--- src/rtl/booth_mul_arbiter.sv ---
// booth_mul_arbiter
//   Round-robin scheduler that shares one multi-cycle booth multiplier among
//   NUM_REQ requesters. One operation is in flight at a time; the product is
//   returned to the requester that issued it.
//
// Ports
//   clk            clock, all state on the rising edge
//   reset          asynchronous active-low reset
//   req_valid      per-requester request valid
//   req_ready      per-requester accept, one-hot or zero
//   req_a, req_b   packed operands, requester i at [i*WIDTH_IN +: WIDTH_IN]
//   rsp_valid      per-requester response valid, one-hot or zero
//   rsp_ready      per-requester response accept
//   rsp_product    shared product bus, qualified by rsp_valid
//   rsp_error      watchdog timeout flag, qualified by rsp_valid
//   mul_a, mul_b   multiplier operands, stable from ISSUE until WAIT exits
//   mul_valid_in   multiplier start pulse
//   mul_valid_out  multiplier done
//   mul_product    multiplier result
//   busy           high whenever the FSM is not in IDLE
//
// Build option
//   BOOTH_ARB_TIMEOUT_EN  adds a WAIT watchdog of TIMEOUT_CYCLES cycles that
//                         returns rsp_product=0, rsp_error=1. Without it WAIT
//                         waits forever and rsp_error is tied low.
//
// state | meaning
// ------+---------------------------------------------------------------
// IDLE  | searching for the next requester; accepts in the same cycle
// ISSUE | one-cycle start pulse to the multiplier
// WAIT  | waiting for mul_valid_out (or the watchdog, if built in)
// RESP  | holding the response until the granted requester accepts it

module booth_mul_arbiter #(
  parameter int NUM_REQ        = 4,
  parameter int WIDTH_IN       = 16,
  parameter int WIDTH_PRODUCT  = 32,
  parameter int TIMEOUT_CYCLES = 64
) (
  input  logic                         clk,
  input  logic                         reset,
  input  logic [NUM_REQ-1:0]           req_valid,
  output logic [NUM_REQ-1:0]           req_ready,
  input  logic [NUM_REQ*WIDTH_IN-1:0]  req_a,
  input  logic [NUM_REQ*WIDTH_IN-1:0]  req_b,
  output logic [NUM_REQ-1:0]           rsp_valid,
  input  logic [NUM_REQ-1:0]           rsp_ready,
  output logic [WIDTH_PRODUCT-1:0]     rsp_product,
  output logic                         rsp_error,
  output logic [WIDTH_IN-1:0]          mul_a,
  output logic [WIDTH_IN-1:0]          mul_b,
  output logic                         mul_valid_in,
  input  logic                         mul_valid_out,
  input  logic [WIDTH_PRODUCT-1:0]     mul_product,
  output logic                         busy
);

  localparam int IDX_W = $clog2(NUM_REQ);

  localparam logic [1:0] S_IDLE  = 2'd0;
  localparam logic [1:0] S_ISSUE = 2'd1;
  localparam logic [1:0] S_WAIT  = 2'd2;
  localparam logic [1:0] S_RESP  = 2'd3;

  if (NUM_REQ < 2 || NUM_REQ > 8 || TIMEOUT_CYCLES < 1) begin : g_bad_param
    $error("booth_mul_arbiter: parameter out of range");
  end

  logic [1:0]       state;
  logic [IDX_W-1:0] ptr;
  logic [IDX_W-1:0] grant;
  logic [IDX_W-1:0] search_idx;
  logic             search_hit;
  logic             timed_out;

  // Round-robin search starting just after the last served requester.
  always_comb begin
    search_hit = 1'b0;
    search_idx = '0;
    for (int k = 1; k <= NUM_REQ; k++) begin
      if (!search_hit && req_valid[(int'(ptr) + k) % NUM_REQ]) begin
        search_hit = 1'b1;
        search_idx = IDX_W'((int'(ptr) + k) % NUM_REQ);
      end
    end
  end

  // req_ready is combinational; gating with reset keeps it low while reset
  // is held even if requesters keep their valids up.
  assign req_ready    = (state == S_IDLE && search_hit && reset)
                        ? (NUM_REQ'(1) << search_idx) : '0;
  assign rsp_valid    = (state == S_RESP) ? (NUM_REQ'(1) << grant) : '0;
  assign mul_valid_in = (state == S_ISSUE);
  assign busy         = (state != S_IDLE);

`ifdef BOOTH_ARB_TIMEOUT_EN
  localparam int CNT_W = $clog2(TIMEOUT_CYCLES + 1);

  logic [CNT_W-1:0] wait_cnt;

  // wait_cnt counts completed WAIT cycles; the last permitted one times out.
  assign timed_out = (state == S_WAIT) && !mul_valid_out &&
                     (wait_cnt == CNT_W'(TIMEOUT_CYCLES - 1));

  always_ff @(posedge clk or negedge reset) begin
    if (!reset) begin
      wait_cnt  <= '0;
      rsp_error <= 1'b0;
    end else begin
      if (state == S_WAIT) begin
        wait_cnt <= wait_cnt + 1'b1;
        if (mul_valid_out) begin
          rsp_error <= 1'b0;
        end else if (timed_out) begin
          rsp_error <= 1'b1;
        end
      end else begin
        wait_cnt <= '0;
      end
    end
  end
`else
  assign timed_out = 1'b0;
  assign rsp_error = 1'b0;
`endif

  always_ff @(posedge clk or negedge reset) begin
    if (!reset) begin
      state       <= S_IDLE;
      ptr         <= IDX_W'(NUM_REQ - 1);
      grant       <= '0;
      mul_a       <= '0;
      mul_b       <= '0;
      rsp_product <= '0;
    end else begin
      case (state)
        S_IDLE: begin
          if (search_hit) begin
            grant <= search_idx;
            mul_a <= req_a[search_idx*WIDTH_IN +: WIDTH_IN];
            mul_b <= req_b[search_idx*WIDTH_IN +: WIDTH_IN];
            state <= S_ISSUE;
          end
        end
        S_ISSUE: state <= S_WAIT;
        S_WAIT: begin
          if (mul_valid_out) begin
            rsp_product <= mul_product;
            state       <= S_RESP;
          end else if (timed_out) begin
            rsp_product <= '0;
            state       <= S_RESP;
          end
        end
        S_RESP: begin
          if (rsp_ready[grant]) begin
            ptr   <= grant;
            state <= S_IDLE;
          end
        end
        default: state <= S_IDLE;
      endcase
    end
  end

endmodule

--- config.mk ---
export PLATFORM = sky130hd
export DESIGN_NAME = booth_mul_arbiter
export DESIGN_NICKNAME = d
export VERILOG_FILES = /design/src/rtl/booth_mul_arbiter.sv
export SDC_FILE = /design/constraint.sdc
export NUM_CORES = 1
export LEC_CHECK = 0
export ABC_AREA = 1
export CAP_MARGIN = 20
export CORE_UTILIZATION = 44
export CTS_BUF_LIST = sky130_fd_sc_hd__clkbuf_4
export CTS_CLUSTER_SIZE = 25
export DETAILED_ROUTE_END_ITERATION = 10
export PLACE_DENSITY = 0.88
export SLEW_MARGIN = 30
export SYNTH_ARGS = -nofsm -noshare
export SYNTH_HDL_FRONTEND = slang
export SYNTH_SLANG_ARGS = --single-unit
--- constraint.sdc ---
create_clock -name clk -period 4.65 [get_ports clk]
set_input_delay 0.93 -clock clk [delete_from_list [all_inputs] [get_ports clk]]
set_output_delay 0.93 -clock clk [all_outputs]
set_load 0.01 [all_outputs]
==> results.md, run 1 <==
* HPWL after DPL at 11000 um
* Worst-margin pin slew at 686 ps
* F_max at 234 MHz
* Row count at 36
* Synthesized area at 4500 um2
* Total Routing Usage GR at 0.281
* CTS root buf: clkbuf_4
* Post-layout util at 0.710
* Synth top area cells: dfrtp_1, nand2_1, nand3_1
* Crit-path max FO at 28
* Core area at 9860 um2
* IO Pins at 246
* Postcts setup bufs at 0
* Final total power at 4.95 mW
* Clock sink count at 70
* Largest net degree at the start of global routing at 71
* Hold_buf cts at 0
* Initial antenna violation count at 0
* Crit path DAT at 3350 ps
* Max stage delay on crit path at 560 ps
* Placer Congestion at 0.974
* Yosys reg bits at 70
* Initial Utilization at 0.456
* Drt pass-1 iters at 5
* Area grow syn2layout at 55.6%
* Number of max-cap violations at 0
* Critical path class: in -> out
* Worst EP required at 3720 ps
* Diode count at 0
* Crit path cell chain: clkdlybuf4s50_1 > nand2_1 > nand2_1 > nand2_1 > nand2_2 > nor2_1 > nor2_1 > nand2_2 > nand2_4 > inv_1 > nor3_1 > clkdlybuf4s50_1
* DRC at 0
* Clk buf depth at 2
* Setup tns final at 0 ps
* IO buf count at 244
* PwrDens at 706 nW/um2
* Setup violators final at 0
* Fraction of registers with async set/reset at 1.00
* # fillers at 763
* Cell taking the most area after synthesis: dfrtp_1
* Via count at 5019
* Top_reg_cell synth: dfrtp_1
* Die footprint at 10600 um2
* Die height at 103 um
* Yosys warning total at 0
* RSZ-0062 raised after global routing: false
* Yosys top cell area share at 0.378
* Pins Over Slew Limit at 0
* HP Class: reg -> reg
* Clock Latency Late Sink at 440 ps
* Drt total wl at 14900 um
* CP dominant cell by count: nand2_1
* Status: complete, no violations
* Total CTS buffers at 9
* First-pass GRT wire length at 22600 um
* CTS tree: done
* Drt wl/cell at 15.1 um
* Commonest cells in the netlist: nand2_1, nand3_1, dfrtp_1, mux2_2, nand2_2
* Worst-path clk slew at 110 ps
* H-tree levels at 3
* GRT overflow at 0
* Pleak at 3.44 nW
* Number of synthesized flops with an enable pin at 0
* Worst slew margin at 0.543
* Most frequent cell after synthesis: nand2_1
* Vias in the first global route at 4804
* Post-route ant nets at 0
* Avg Inst Size Synth at 7.18 um2
* Die Width at 103 um
* Post-CTS sizing at 0
* Share of layout cells above drive strength 1 at 0.100
* Mapped Nets at 803
* Worst Setup End Kind: output pin
* Startpoint class of the critical path: input pin
* Crit path max-delay cell type: clkdlybuf4s50_1
* Hold Vio Cnt, Final at 0
* Peak VDD IR at 0.000443 V
* Nets at 1028
* Synth Instances at 627
* Final cycle utilization of the critical path at 0.920
* Post-Route Skew at 24.8 ps
* Seq/Total Area, Yosys at 0.390
* Min Tclk post-route at 4280 ps
* Initial DRC count at 248
* Distinct cell type count after synthesis at 30
* Vias/cell at 5.07
## stage by stage
stage | hold WS, ps | cell area, um2 | worst slack (ps) | std cells
after CTS | 496 | 7000 | 406 | 990
after global placement | 461 | 6860 | 600 | 974
after floorplan | 507 | 4500 | 1590 | 627
final | 491 | 7010 | 373 | 990
after global routing | 511 | 7010 | 217 | 990
after detailed placement | 465 | 6860 | 411 | 974
## worst max-delay path, delay by kind of cell
family                 cells  cell delay [ps]
buffers and inverters      3             1190
and+or+nand+nor            9             1220
## kinds of logic after synthesis
kind of cell | share of synthesized area
AO/OA/AOI/OAI | 0.0131
adder cells (fa/ha/maj) | 0.0139
buffers and inverters | 0.0873
flip-flops | 0.390
multiplexers | 0.0800
other | 0.000833
AND/OR/NAND/NOR | 0.415
## placed cells by master (no fill, tap or decap), types with 2 or more instances in the layout
cell / n
nand2_1: 346
clkdlybuf4s50_1: 243
nand3_1: 72
dfrtp_1: 68
mux2_2: 32
nand2_2: 16
inv_1: 12
clkbuf_4: 10
buf_4: 9
nor3_1: 6
nor2_1: 6
o21ai_0: 6
ha_1: 5
inv_6: 3
inv_2: 3
nor2_4: 2
a21oi_1: 2
nor3_2: 2
clkinv_4: 2
dfstp_2: 2
## flip-flops by register name (all words and copies together) (netlist names)
| register | flops |
|---|---|
| mul_b | 16 |
| rsp_product | 32 |
| mul_a | 16 |
| ptr | 2 |
| state | 2 |
| grant | 2 |
## power breakdown
group          switching (mW)  internal [mW]
Clock                   0.243          0.175
Sequential              0.174          0.913
Combinational            2.02           1.42
Total                    2.44           2.51
## area by class of cell
cell class                 count  area, um2  share of cell area
inverter                      17       71.3              0.0102
tap                          133        166              0.0238
timing repair buffer         253       2510               0.358
clock buffer                  10       75.1              0.0107
multi-input combinational    501       2360               0.336
clock inverter                 6       70.1              0.0100
sequential                    70       1750               0.250
## metal layers
layer,up-vias,track usage,share of wire
li1,2413,-,-
met1,2275,0.287,0.35
met2,274,0.505,0.51
met3,57,0.0847,0.098
met4,0,0.171,0.046
met5,-,0,0
## final timing paths
| path | startpoint | to | slack, ps | cells past startpoint |
|---|---|---|---|---|
| max | req_valid[2] | req_ready[2] | 370 | 12 |
| min | mul_b[6] | mul_b[6] | 490 | 2 |
| max reg2reg | ptr[0] | mul_a[9] | 1880 | 15 |
| min reg2reg | mul_b[6] | mul_b[6] | 490 | 2 |
| max in group asynchronous | reset | mul_b[10] | 3600 | 2 |
| min in group asynchronous | reset | rsp_product[6] | 600 | 2 |
No activity file was read; power rests on OpenSTA's default activity.
==> run 2, diff against run 1 <==
Settings changed: ABC_AREA 1 to 0, CORE_MARGIN set to 2, CORE_UTILIZATION 44 to 41, PLACE_DENSITY 0.88 to 0.87.
==> results.md, run 2 <==
* DRC at 0
* Diode count at 0
* Setup tns final at 0 ps
* Pins Over Slew Limit at 0
* IO buf count at 244
* Commonest cells in the netlist: dfrtp_1, nand2_1, nor2_1, mux2_2
* IO Pins at 246
* Peak VDD IR at 0.000410 V
* Final cycle utilization of the critical path at 0.857
* Pleak at 2.57 nW
* Number of synthesized flops with an enable pin at 0
* Crit path max-delay cell type: o211a_4
* HP Class: in -> async
* Worst EP required at 3720 ps
* Synth Instances at 358
* Share of layout cells above drive strength 1 at 0.168
* Worst Setup End Kind: output pin
* GRT overflow at 0
* Cell taking the most area after synthesis: dfrtp_1
* Max stage delay on crit path at 580 ps
* Area after DPL at 6410 um2
* PwrDens at 557 nW/um2
* Initial Utilization at 0.425
* WP buf/inv at 2
* Worst-margin pin slew at 956 ps
* Setup violators final at 0
* Critical path endpoint: req_ready[2]
* F_max at 251 MHz
* Die Width at 102 um
* Largest Register: rsp_product
* Vias/cell at 5.41
* Fin area at 6580 um2
* Hold Vio Cnt, Final at 0
* Worst-path clk slew at 120 ps
* Post-CTS sizing at 0
* Number of max-cap violations at 0
* Vias in the first global route at 3955
* Commonest non-fill, non-tap cell in the layout: clkdlybuf4s50_1
* CP dominant cell by count: clkdlybuf4s50_1
* Status: complete, no violations
* # fillers at 698
* Die height at 102 um
* Via count at 3922
* Synthesized area at 3950 um2
* Synth top area cells: dfrtp_1, a221oi_2, mux2_2
* Min Tclk post-route at 3980 ps
* CTS tree: done
* Critical path's top delay family: buffers and inverters
* Top_reg_cell synth: dfrtp_1
* Reg-to-reg critical path startpoint: state[1]
* Drt wl/cell at 18.1 um
* Worst slew margin at 0.362
* Most frequent cell after synthesis: dfrtp_1
* Crit path launch: req_valid[0]
* Seq/Total Area, Yosys at 0.445
* Drt pass-1 iters at 4
* Placed insts at 709
* Reg2Reg Depth at 6
* Post-Route Skew at 15.3 ps
* Fraction of registers with async set/reset at 1.00
* Area grow syn2layout at 66.6%
* Row count at 35
* Yosys top cell area share at 0.431
* Largest registers: rsp_product (32), mul_a (16), mul_b (16)
* Crit path DAT at 3050 ps
* Initial DRC count at 164
* Postcts setup bufs at 0
* Nets at 767
* RSZ-0062 raised after global routing: false
* Critical path class: in -> out
* HPWL after DPL at 9840 um
* Post-layout util at 0.708
* Post-route insts no fill at 725
* Mapped Nets at 534
* H-tree levels at 3
* Worst path depth at 5
* Crit path cell chain: clkdlybuf4s50_1 > o21ai_1 > o211a_4 > and3_1 > clkdlybuf4s50_1
* Drt total wl at 13100 um
* Clock Latency Late Sink at 390 ps
* Hold_buf cts at 0
* First-pass GRT wire length at 19900 um
* Largest net degree at the start of global routing at 66
* Reg-to-Reg End: mul_b[2]
* CTS root buf: clkbuf_4
* Total Routing Usage GR at 0.246
* Core area at 9280 um2
* Crit-path max FO at 33
* Avg Inst Size Synth at 11.0 um2
* Clk buf depth at 2
* Initial antenna violation count at 0
* Most frequent cells in the layout: clkdlybuf4s50_1, dfrtp_1, nand2_1
* Startpoint class of the critical path: input pin
* Hold_ws at 333 ps
* Post-route ant nets at 0
* Total CTS buffers at 9
* Placer Congestion at 0.853
* Distinct cell type count after synthesis at 45
* Die footprint at 10400 um2
* R2r setup slk at 2590 ps
* Yosys warning total at 0
* Yosys reg bits at 70
* Max reg flops at 32
* Clock sink count at 70
-- run 2: cell count changes after synthesis, moves of 6 or more --
cell      change
nor2_1       +30
buf_4         -8
a221oi_1      +7
nand2_1     -308
a221oi_2     +26
nand2_2      -15
nand3_1      -71
inv_1         -6
nor3_1        -6
o211ai_1     +32
a31oi_1      +32
-- run 2: final cells by class --
type / count / area (um2) / area share
sequential: 70 / 1750 / 0.267
tap: 129 / 161 / 0.0245
multi-input combinational: 251 / 1970 / 0.299
timing repair buffer: 253 / 2510 / 0.381
clock buffer: 10 / 75.1 / 0.0114
clock inverter: 6 / 86.3 / 0.0131
inverter: 6 / 22.5 / 0.00342
-- run 2: how the worst min path moves through the flow --
stage / cells past startpoint / slack (ps) / endpoint
after floorplan: 2 / 530 / grant[1]
after global placement: 1 / 490 / rsp_product[5]
after detailed placement: 1 / 490 / rsp_product[21]
after CTS: 1 / 300 / mul_a[11]
after global routing: 1 / 300 / grant[1]
final: 1 / 330 / mul_a[11]
-- run 2: logic make-up (layout without fill, tap and decap cells) --
logic type                 count (synthesis)  in the layout  share of synthesized area
buffers and inverters                     37            275                     0.0587
DFF                                       70             70                      0.445
muxes                                     36             36                      0.107
and+or+nand+nor                           92             92                      0.103
adders and majority gates                  5              5                     0.0159
other                                      1              1                   0.000950
AOI/OAI and AO/OA                        117            117                      0.270
-- run 2: worst register-to-register path: cells and delay by family (launching register included) --
family                   cells  cell delay, ps
AO/OA/AOI/OAI                3            1120
flip-flops                   1             420
buffers and inverters        2             240
adder cells (fa/ha/maj)      1             200
-- run 2: where the power goes --
part	switching, mW	internal (mW)	leakage (nW)
clock	0.216	0.223	0.0864
combinational	0.969	1.13	1.68
sequential	0.193	0.931	0.805
total	1.38	2.29	2.57
-- run 2: stage by stage --
step	setup slack, ps	power, mW
after floorplan	1900	2.25
after global placement	690	3.18
after detailed placement	661	3.26
after CTS	659	3.70
after global routing	543	3.92
final	667	3.66
-- run 2: layer usage --
layer  part of all wire  vias up  routed length, um  track usage
met1               0.39     1851               5110        0.293
met2               0.51      205               6640        0.435
met4              0.028        0                372       0.0892
met5                  0        -                  0            0
li1                   -     1834                  -            -
met3              0.077       32               1010       0.0575
==> run 3, diff against run 2 <==
Settings changed: CORE_UTILIZATION 41 to 35, PLACE_DENSITY 0.87 to 0.79.
Clock period 4.65 ns to 3.26 ns, I/O delays scaled along.
==> results.md, run 3 (same netlist as run 2, synthesis figures left out) <==
* Crit path DAT at 2500 ps
* Drt total wl at 13400 um
* WP buf/inv at 2
* Die height at 110 um
* Critical path class: in -> out
* Crit-path max FO at 8
* Row count at 38
* Post-Route Skew at 19.8 ps
* Sequential cell area at 1750 um2
* Drt pass-1 iters at 4
* Nets at 771
* Peak VDD IR at 0.000395 V
* Flop pwr share at 0.310
* # fillers at 936
* Hold Vio Cnt, Final at 0
* Power share of the clock group at 0.103
* CP dominant cell by count: clkdlybuf4s50_1
* Status: complete, no violations
* F_max at 317 MHz
* Clock sink count at 70
* Vias/cell at 5.30
* Area grow syn2layout at 66.9%
* NetSw at 1.95 mW
* IO Pins at 246
* Crit path cell chain: clkdlybuf4s50_1 > nor2_2 > o21a_1 > o2111a_1 > clkdlybuf4s50_1
* RSZ-0062 raised after global routing: false
* Final cycle utilization of the critical path at 0.967
* Vias in the first global route at 3923
* Total CTS buffers at 9
* Most frequent cells in the layout: clkdlybuf4s50_1, dfrtp_1, nand2_1
* Placer Congestion at 0.781
* Via count at 3915
* Post-route ant nets at 0
* Initial DRC count at 158
* H-tree levels at 3
* Number of max-cap violations at 0
* Critical path's top delay family: buffers and inverters
* Gate power share at 0.587
* Die footprint at 12100 um2
* First-pass GRT wire length at 19700 um
* Core area at 10900 um2
* DRC at 0
* Largest net degree at the start of global routing at 41
* Worst slew margin at 0.617
* Net Sw Frac at 0.379
* Initial Utilization at 0.361
* PwrDens at 780 nW/um2
* Worst EP required at 2610 ps
* Share of layout cells above drive strength 1 at 0.169
* Diode count at 0
* Initial antenna violation count at 0
* Post-layout util at 0.602
* Total Routing Usage GR at 0.213
* Max reg flops at 32
* Min Tclk post-route at 3150 ps
* Pins Over Slew Limit at 0
* Setup violators final at 0
* Max stage delay on crit path at 570 ps
* GRT overflow at 0
* CTS root buf: clkbuf_4
* Largest registers: rsp_product (32), mul_a (16), mul_b (16)
* Drt wl/cell at 18.1 um
* IO buf count at 244
* Crit path max-delay cell type: clkdlybuf4s50_1
* Hold_buf cts at 0
* Largest Register: rsp_product
* Die Width at 110 um
* Worst-path clk slew at 110 ps
* Worst Setup End Kind: output pin
* HP Class: in -> async
* Commonest non-fill, non-tap cell in the layout: clkdlybuf4s50_1
* Clk buf depth at 2
* Postcts setup bufs at 0
* Clock Latency Late Sink at 410 ps
* CTS tree: done
* Setup tns final at 0 ps
* HPWL after DPL at 9930 um
* Int Pwr at 3.19 mW
* Footprint of the multi-input gates at 1970 um2
* Pleak at 2.58 nW
* Post-CTS sizing at 0
* Startpoint class of the critical path: input pin
* Worst-margin pin slew at 575 ps
## run 3: path summary, 6_finish.rpt
check                           slack (ps)              end       startpoint  cells past startpoint
worst max register to register        1290         mul_a[7]           ptr[1]                      5
worst min-delay path                   320        mul_b[13]            reset                      2
worst max-delay path                   110     req_ready[3]     req_valid[0]                      5
max in group asynchronous             2530           ptr[1]            reset                      2
worst min register to register         510  rsp_product[13]  rsp_product[13]                      1
min in group clk                       510  rsp_product[13]  rsp_product[13]                      1
## run 3: layout make-up
| class | instances | area share |
|---|---|---|
| flip-flops and latches | 70 | 0.266 |
| clock inverters | 6 | 0.00817 |
| inverters | 6 | 0.00342 |
| multi-input cells | 251 | 0.299 |
| clock buffers | 9 | 0.0103 |
| repair buffers | 257 | 0.386 |
| well taps | 140 | 0.0266 |
## run 3: routing by layer
| layer | part of all wire | wire length (um) | up-vias | GRT usage |
|---|---|---|---|---|
| met3 | 0.079 | 1060 | 18 | 0.0459 |
| met4 | 0.016 | 214 | 0 | 0.0786 |
| met1 | 0.38 | 5130 | 1888 | 0.239 |
| met5 | 0 | 0 | - | 0 |
| met2 | 0.52 | 7010 | 173 | 0.392 |
| li1 | - | - | 1836 | - |
## run 3: per-stage QoR
stage | setup slack, ps | power [mW] | instance area (um2) | instances | hold WS, ps
floorplan | 1070 | 3.22 | 3950 | 358 | 356
CTS | 132 | 5.18 | 6590 | 739 | 305
global placement | 169 | 4.57 | 6470 | 724 | 486
finish | 107 | 5.14 | 6590 | 739 | 320
global route | 42.0 | 5.50 | 6590 | 739 | 321
detailed placement | 147 | 4.65 | 6470 | 724 | 494
## run 3: power groups by stage
| stage | Clock [mW] | Sequential [mW] | Combinational, mW |
|---|---|---|---|
| 6_report | 0.529 | 1.59 | 3.01 |
| 4_1_cts | 0.546 | 1.60 | 3.04 |
| 2_1_floorplan | 0 | 1.77 | 1.44 |
| 3_3_place_gp | 0 | 1.59 | 2.97 |
| 5_1_grt | 0.585 | 1.66 | 3.26 |
| 3_5_place_dp | 0 | 1.61 | 3.04 |
